File: src/rtl/buffer_512_to_64_ctrl_if.sv
// Control/handshake bundle for the 512-to-64 buffer job sequencer.
// master = environment side (job issuer, upstream, buffer status, downstream),
// slave  = the sequencer itself.
interface buffer_512_to_64_ctrl_if #(
    parameter int LINE_CNT_W = 16
);
    // job control
    logic                  start;
    logic [LINE_CNT_W-1:0] num_lines;
    logic                  abort;
    logic                  busy;
    logic                  done;
    logic                  aborted;
    // upstream 512-bit stream
    logic                  in_valid;
    logic                  in_ready;
    // buffer control/status
    logic                  buf_clr;
    logic                  buf_wr_enable;
    logic                  buf_rd_enable;
    logic                  buf_full;
    logic                  buf_empty;
    // downstream 64-bit stream
    logic                  out_valid;
    logic                  out_ready;
    logic                  out_last;

    modport master (
        output start, num_lines, abort, in_valid, buf_full, buf_empty, out_ready,
        input  busy, done, aborted, in_ready, buf_clr, buf_wr_enable,
               buf_rd_enable, out_valid, out_last
    );

    modport slave (
        input  start, num_lines, abort, in_valid, buf_full, buf_empty, out_ready,
        output busy, done, aborted, in_ready, buf_clr, buf_wr_enable,
               buf_rd_enable, out_valid, out_last
    );
endinterface

File: src/rtl/buffer_512_to_64_ctrl.sv
// Job sequencer for the 512-to-64 width-conversion buffer.
// Clears the buffer, gates N upstream lines in and 8*N words out, flags the
// last word and reports done/aborted. Data buses bypass this block.
module buffer_512_to_64_ctrl #(
    parameter int LINE_CNT_W = 16
) (
    input  logic                     clk,
    input  logic                     rst,
    buffer_512_to_64_ctrl_if.slave   bus
);
    localparam int WCW = LINE_CNT_W + 3;

    typedef enum logic [2:0] {
        S_IDLE  = 3'd0,
        S_CLEAR = 3'd1,
        S_RUN   = 3'd2,
        S_DONE  = 3'd3,
        S_ABORT = 3'd4
    } state_t;

    state_t                state;
    logic [LINE_CNT_W-1:0] len_q;
    logic [LINE_CNT_W-1:0] lines_in;
    logic [WCW-1:0]        words_out;

    logic           run;
    logic [WCW-1:0] last_idx;
    logic           in_rdy;
    logic           wr;
    logic           out_vld;
    logic           rd;
    logic           last;

    // Index of the final word; 3 extra bits keep len_q*8-1 from overflowing.
    assign last_idx = {len_q, 3'b000} - WCW'(1);

    // Handshake gating, only live in RUN; no path from in_valid to out_valid.
    assign run     = (state == S_RUN);
    assign in_rdy  = run & ~bus.buf_full & (lines_in < len_q);
    assign wr      = bus.in_valid & in_rdy;
    assign out_vld = run & ~bus.buf_empty;
    assign rd      = out_vld & bus.out_ready;
    assign last    = out_vld & (words_out == last_idx);

    assign bus.in_ready      = in_rdy;
    assign bus.buf_wr_enable = wr;
    assign bus.out_valid     = out_vld;
    assign bus.buf_rd_enable = rd;
    assign bus.out_last      = last;

    // Status strobes are pure decodes of the state register.
    assign bus.busy    = (state != S_IDLE);
    assign bus.done    = (state == S_DONE);
    assign bus.aborted = (state == S_ABORT);
    assign bus.buf_clr = (state == S_CLEAR) | (state == S_ABORT);

    // Job FSM with line/word counters; abort wins over the last pop but that pop still counts.
    always_ff @(posedge clk) begin
        if (!rst) begin
            state     <= S_IDLE;
            len_q     <= '0;
            lines_in  <= '0;
            words_out <= '0;
        end else begin
            case (state)
                S_IDLE: begin
                    if (bus.start) begin
                        len_q     <= bus.num_lines;
                        lines_in  <= '0;
                        words_out <= '0;
                        state     <= S_CLEAR;
                    end
                end
                S_CLEAR: begin
                    if (bus.abort)
                        state <= S_ABORT;
                    else if (len_q == '0)
                        state <= S_DONE;
                    else
                        state <= S_RUN;
                end
                S_RUN: begin
                    if (wr)
                        lines_in <= lines_in + LINE_CNT_W'(1);
                    if (rd)
                        words_out <= words_out + WCW'(1);
                    if (bus.abort)
                        state <= S_ABORT;
                    else if (rd && last)
                        state <= S_DONE;
                end
                S_DONE:  state <= S_IDLE;
                S_ABORT: state <= S_IDLE;
                default: state <= S_IDLE;
            endcase
        end
    end
endmodule

File: src/flat_wrapper.sv
// flat-port wrapper written by rule: the top's interface ports become plain ports
module buffer_512_to_64_ctrl_flat 
#(
    parameter int LINE_CNT_W = 16
)
  (clk, rst, bus_start, bus_num_lines, bus_abort, bus_in_valid, bus_buf_full, bus_buf_empty, bus_out_ready, bus_busy, bus_done, bus_aborted, bus_in_ready, bus_buf_clr, bus_buf_wr_enable, bus_buf_rd_enable, bus_out_valid, bus_out_last);
  buffer_512_to_64_ctrl_if #(.LINE_CNT_W(LINE_CNT_W)) bus_i ();
  input  logic clk;
  input  logic rst;
  input wire logic [$bits(bus_i.start)-1:0] bus_start;
  input wire logic [$bits(bus_i.num_lines)-1:0] bus_num_lines;
  input wire logic [$bits(bus_i.abort)-1:0] bus_abort;
  input wire logic [$bits(bus_i.in_valid)-1:0] bus_in_valid;
  input wire logic [$bits(bus_i.buf_full)-1:0] bus_buf_full;
  input wire logic [$bits(bus_i.buf_empty)-1:0] bus_buf_empty;
  input wire logic [$bits(bus_i.out_ready)-1:0] bus_out_ready;
  output wire logic [$bits(bus_i.busy)-1:0] bus_busy;
  output wire logic [$bits(bus_i.done)-1:0] bus_done;
  output wire logic [$bits(bus_i.aborted)-1:0] bus_aborted;
  output wire logic [$bits(bus_i.in_ready)-1:0] bus_in_ready;
  output wire logic [$bits(bus_i.buf_clr)-1:0] bus_buf_clr;
  output wire logic [$bits(bus_i.buf_wr_enable)-1:0] bus_buf_wr_enable;
  output wire logic [$bits(bus_i.buf_rd_enable)-1:0] bus_buf_rd_enable;
  output wire logic [$bits(bus_i.out_valid)-1:0] bus_out_valid;
  output wire logic [$bits(bus_i.out_last)-1:0] bus_out_last;
  assign bus_i.start = bus_start;
  assign bus_i.num_lines = bus_num_lines;
  assign bus_i.abort = bus_abort;
  assign bus_i.in_valid = bus_in_valid;
  assign bus_i.buf_full = bus_buf_full;
  assign bus_i.buf_empty = bus_buf_empty;
  assign bus_i.out_ready = bus_out_ready;
  assign bus_busy = bus_i.busy;
  assign bus_done = bus_i.done;
  assign bus_aborted = bus_i.aborted;
  assign bus_in_ready = bus_i.in_ready;
  assign bus_buf_clr = bus_i.buf_clr;
  assign bus_buf_wr_enable = bus_i.buf_wr_enable;
  assign bus_buf_rd_enable = bus_i.buf_rd_enable;
  assign bus_out_valid = bus_i.out_valid;
  assign bus_out_last = bus_i.out_last;
  buffer_512_to_64_ctrl #(.LINE_CNT_W(LINE_CNT_W)) u_core (.clk(clk), .rst(rst), .bus(bus_i));
endmodule
File: config.mk
export PLATFORM = sky130hd
export DESIGN_NAME = buffer_512_to_64_ctrl_flat
export DESIGN_NICKNAME = d
export VERILOG_FILES = /design/src/rtl/buffer_512_to_64_ctrl_if.sv /design/src/rtl/buffer_512_to_64_ctrl.sv /design/src/flat_wrapper.sv
export SDC_FILE = /design/constraint.sdc
export NUM_CORES = 1
export LEC_CHECK = 0
export ABC_AREA = 1
export BUFFER_PORTS_ARGS = -buffer_cell sky130_fd_sc_hd__buf_4
export CAP_MARGIN = 20
export CORE_UTILIZATION = 42
export DETAILED_ROUTE_END_ITERATION = 16
export GPL_TIMING_DRIVEN = 0
export SYNTH_ARGS = -nofsm -noshare
export SYNTH_HDL_FRONTEND = slang
export SYNTH_SLANG_ARGS = --single-unit
File: constraint.sdc
create_clock -name clk -period 3.9 [get_ports clk]
set_input_delay 0.195 -clock clk [delete_from_list [all_inputs] [get_ports clk]]
set_output_delay 0.195 -clock clk [all_outputs]
set_load 0.005 [all_outputs]
# Word level (Yosys, flattened, before mapping)
# Index checks and enable logic that the tools add are counted.
[op_classes]
bitwise = 9
mux = 12
eq_ne = 9
shifts = 0
div = 0
n_mul = 0
n_addsub = 3
n_reduce_logical = 9
order_cmp = 1
[ops]
columns = ["cell", "count"]
rows = [
  ["$mux 19", 2],
  ["$pmux 19 s2", 1],
  ["$mux 16", 2],
  ["$pmux 16 s2", 1],
  ["$add 19x1->19 const B", 1],
  ["$eq 19x19->1", 1],
  ["$sub 19x1->19 const B", 1],
  ["$add 16x1->16 const B", 1],
  ["$logic_not 16->1", 1],
  ["$lt 16x16->1", 1],
  ["$mux 3", 4],
  ["$pmux 3 s3", 1],
  ["$and 1x1->1", 6],
  ["$eq 3x2->1 const B", 2],
  ["$ne 2x2->1 const B", 3],
  ["$reduce_and 3->1", 2],
  ["$reduce_and 2->1", 2],
  ["$eq 3x1->1 const B", 1],
  ["$eq 3x3->1 const B", 1],
  ["$logic_not 3->1", 1],
  ["$ne 3x3->1 const B", 1],
  ["$reduce_bool 3->1", 1],
  ["$not 1->1", 2],
  ["$reduce_bool 2->1", 1],
  ["other kinds (3)", 3],
]
[word_totals]
output_inout_bits = 9
latch_bits = 0
ram_bits = 0
in_bits = 24
regBits = 54
wordCells = 47
romBits = 0
n_memories = 0

# Depth between registers and ports, before layout
[depth]
ltp_word = 7
depth_mapped = 15
depth_no_buf = 15

# Worst setup path before layout
# Ideal clock, no wire load.
[synth_path]
path_kind = "register to output"
start = "register u_core.len_q[0]"
end = "output port bus_out_last"
stages_incl_launch_ff = 13
required_time_ns = 3.705
path_buffers = 0
arrival_ns = 1.668
setup_slack_ns = 2.037
path_cell_list = "dfxtp_1 -> inv_1 -> ha_1 -> nand2_1 -> nand3_1 -> nor2_1 -> nand3_1 -> or2_2 -> nor2_1 -> nand4_1 -> nor2_1 -> nand3_1 -> nor2_1"
[synth_via]
elab_chain_cells = 3
[synth_rtl]
columns = ["item", "line_no", "text"]
rows = [
  ["from (decl)", "buffer_512_to_64_ctrl.sv:22", "logic [LINE_CNT_W-1:0] len_q;"],
  ["from (signal assigned)", "buffer_512_to_64_ctrl.sv:68", "len_q <= bus.num_lines;"],
  ["$sub 19x1->19", "buffer_512_to_64_ctrl.sv:35", "assign last_idx = {len_q, 3'b000} - WCW'(1);"],
  ["$eq 19x19->1", "buffer_512_to_64_ctrl.sv:43", "assign last = out_vld & (words_out == last_idx);"],
  ["$and 1x1->1", "buffer_512_to_64_ctrl.sv:43", ""],
  ["to (decl)", "flat_wrapper.sv:25", "output wire logic [$bits(bus_i.out_last)-1:0] bus_out_last;"],
]
# No other way between the ends.

# Worst setup path after layout
[layout_path]
start = "register u_core.words_out[0]"
end = "output port bus_out_last"
[layout_via]
elab_chain_cells = 2
[layout_rtl]
columns = ["item", "line_no", "text"]
rows = [
  ["from (decl)", "buffer_512_to_64_ctrl.sv:24", "logic [WCW-1:0] words_out;"],
  ["from (signal assigned)", "buffer_512_to_64_ctrl.sv:86", "words_out <= words_out + WCW'(1);"],
  ["$eq 19x19->1", "buffer_512_to_64_ctrl.sv:43", ""],
  ["$and 1x1->1", "buffer_512_to_64_ctrl.sv:43", ""],
]
# No other way between the ends.

==> impl_metrics.toml <==
[synthesis]
synthTopCellsByArea = "dfxtp_1 (28%), nand2_1 (13%), nand3_1 (7.4%)"
syn-num-nets = 642
netlist_instances = 600
synthFlopType = "dfxtp_1"
synth_commonest_cells = "nand2_1 (130), inv_1 (76), nor2_1 (73)"
ys_seq_area_share_pct = 28.2
synth_cell_types = 37
ys_warn_count = 0
postSynthAreaPerCell_um2 = 6.38
ys_ff_latch = 54
synth_area_mm2 = 0.00383
yosys.area.top_type_share_pct = 28.2
synth_most_common_cell = "nand2_1"
synthArstFlopShare_pct = 0
synth_top_area_cell = "dfxtp_1"
synth_edf_count = 0

[drt]
wl_um = 10500
num_vias = 3910
met3_length_um = 565
drc = 0
vias_per_cell = 5.23
dr_wl_met2_um = 4500
wirelength_met1_um = 5310
drt.antenna.violating_nets = 0
firstDrtPassIters = 5
top_layer = "met4"
wl_per_cell_um = 14.0
drt_iter0_markers = 276

[setup_path]
crit_type = "reg -> out"
path_common_cell = "nor2_1"
path_delay_family = "simple AND/OR/NAND/NOR gates"
crit_slowest_cell = "dfxtp_1"
cpPeakStageDelay_ns = 0.43
regToRegSetupSlack_ns = 1.59
crit_path_start_kind = "flip-flop"
cp_max_fo = 6
critPathCaptureType = "primary output"
r2r-end = "u_core.lines_in[14]"
crit_required_ns = 3.70
worst-path-buf-inv = 2
crit_start = "u_core.words_out[0]"
crit_arrival_ns = 2.61
cp_cell_sequence = "ha_1 -> nand2_1 -> inv_1 -> nand3_1 -> nor2_1 -> nand3_1 -> or2_2 -> nor2_1 -> nand4_1 -> nor2_1 -> nand3_1 -> nor2_1 -> buf_4"
timing.rr.start = "u_core.len_q[5]"
reg2reg_depth = 12

[outcome]
outcome = "complete, no violations"

[sta]
rsz0062_at_grt = "no"
timing.fmax_ghz = 0.357
slew_headroom_pct = 54.6
clock-skew-final_ns = 0.0109
timing.final.crit_share_pct = 71.8
setup_viol = 0
finalCriticalPeriod_ns = 2.80
hold_violations = 0
drv_slew = 0
worst_slew_pin_slew_ns = 0.681
tns_ns = 0

[floorplan]
placeableCoreArea_mm2 = 0.00876
start_util_pct = 43.7
dieArea_mm2 = 0.00950
die_width_um = 97.5
die_h_um = 97.5
rows = 34
io-pin-count = 33

[clock_tree]
cts_hold_buffers = 0
postCtsSetupBuffers = 0
numCtsBuffers = 5
clk_pin_slew_worst_paths_ns = 0.11
h-tree-depth = 2
cts_root_buffer = "clkbuf_8"
clock_path_buffers = 2
cts_sinks = 54
cts_tree = "yes"
cts_resized = 0
clkLatencyLatePin_ns = 0.32

[power_and_ir_drop]
leakagePower_nw = 1.85
peakVddDrop_v = 0.000158
powerDensity_mw_per_mm2 = 333

[cells_and_area]
n_antenna_cell = 0
layout.cells.non_filler = 747
layout-drive-gt1-share_pct = 9.70
fin_nets = 680
area_growth_pct = 12.5

[global_routing]
grt_util_all_layers_pct = 22.4
antenna_found_initial = 0
overflow = 0
grt_pass1_vias = 3539
grt_start_max_net_pins = 17
grt_pass1_wl_um = 17200

[hold_path]
hold_class = "in -> reg"
min_from = "bus_abort"
holdPathStages = 3
worstHoldEndpoint = "u_core.state[2]"

[placed_design]
gp_congestion = 0.888
dp_hpwl_um = 8260
dp.cells = 739
io_buffers = 31

[flow_run]
cap_viol_max_count = 0
[area by class of cell]
cell class,instances,area (um^2)
Fill cell,917,4460
Multi-Input combinational cell,451,2380
Sequential cell,54,1080
Inverter,81,304
Timing Repair Buffer,31,233
Tap cell,108,135
Clock buffer,6,72.6
Buffer,14,62.6
Clock inverter,2,37.5
[metrics by stage]
step           hold slack, ns  setup slack, ns  utilization, %  power (mW)  cell area [um^2]
2_1_floorplan           0.316             2.04               -       0.923              3830
3_3_place_gp            0.444             1.56            47.9        1.04              4200
3_5_place_dp            0.452             1.54            47.9        1.05              4200
4_1_cts                 0.118             1.13            49.2        1.45              4310
5_1_grt                 0.139            0.914            49.2        1.53              4310
6_report                0.122             1.10            49.2        1.44              4310
[layout by cell type (no fill, tap or decap), types with 3 or more instances in the layout]
cell        n
o21ai_1     3
clkbuf_8    5
dfxtp_1    54
a211oi_1    3
xnor2_1     9
clkbuf_1   10
nand3_1    57
nand2_1   130
nor3_1     17
ha_1       18
nor2_1     73
a21oi_1    50
o21ai_0    28
buf_4      33
inv_1      76
inv_2       4
xor2_1     14
nor4_1      7
nand4_1    15
and3_1      4
nand3b_1    4
[metal layers]
metal	up-vias	GRT usage [%]
met5	-	0
met4	0	4.30
met3	8	3.09
met2	100	35.2
met1	1752	32.6
li1	2050	-
[sequential cells by signal, indices dropped and copies added, names as in the netlist]
name	count
u_core.words_out	19
u_core.len_q	16
u_core.lines_in	16
u_core.state	3
[power breakdown]
| group | internal, mW | total, mW | switching (mW) |
|---|---|---|---|
| clock network | 0.192 | 0.395 | 0.202 |
| registers | 0.580 | 0.612 | 0.0318 |
| logic | 0.146 | 0.428 | 0.282 |
| total | 0.919 | 1.44 | 0.517 |
[tightest hold or removal path, delay by kind of cell]
family                 cells  cell delay [ns]
and+or+nand+nor            2             0.12
buffers and inverters      1             0.10
[logic make-up (layout without fill, tap and decap cells)]
group                    count (synthesis)  count (layout)  synth area share (%)
AO/OA/AOI/OAI                           87              87                  11.8
XOR/XNOR                                23              23                  5.26
adder cells (fa/ha/maj)                 18              18                  5.88
buffers and inverters                   95             134                  9.57
flip-flops                              54              54                  28.2
AND/OR/NAND/NOR                        323             323                  39.3
[how the worst max path moves through the flow]
stage | end | slack [ns] | cells past startpoint
after floorplan | bus_out_last | 2.04 | 12
after detailed placement | bus_out_last | 1.54 | 13
after CTS | bus_out_last | 1.13 | 13
after global routing | bus_out_last | 0.91 | 13
after global placement | bus_out_last | 1.56 | 13
final | bus_out_last | 1.10 | 13
No activity file was read; power rests on OpenSTA's default activity.
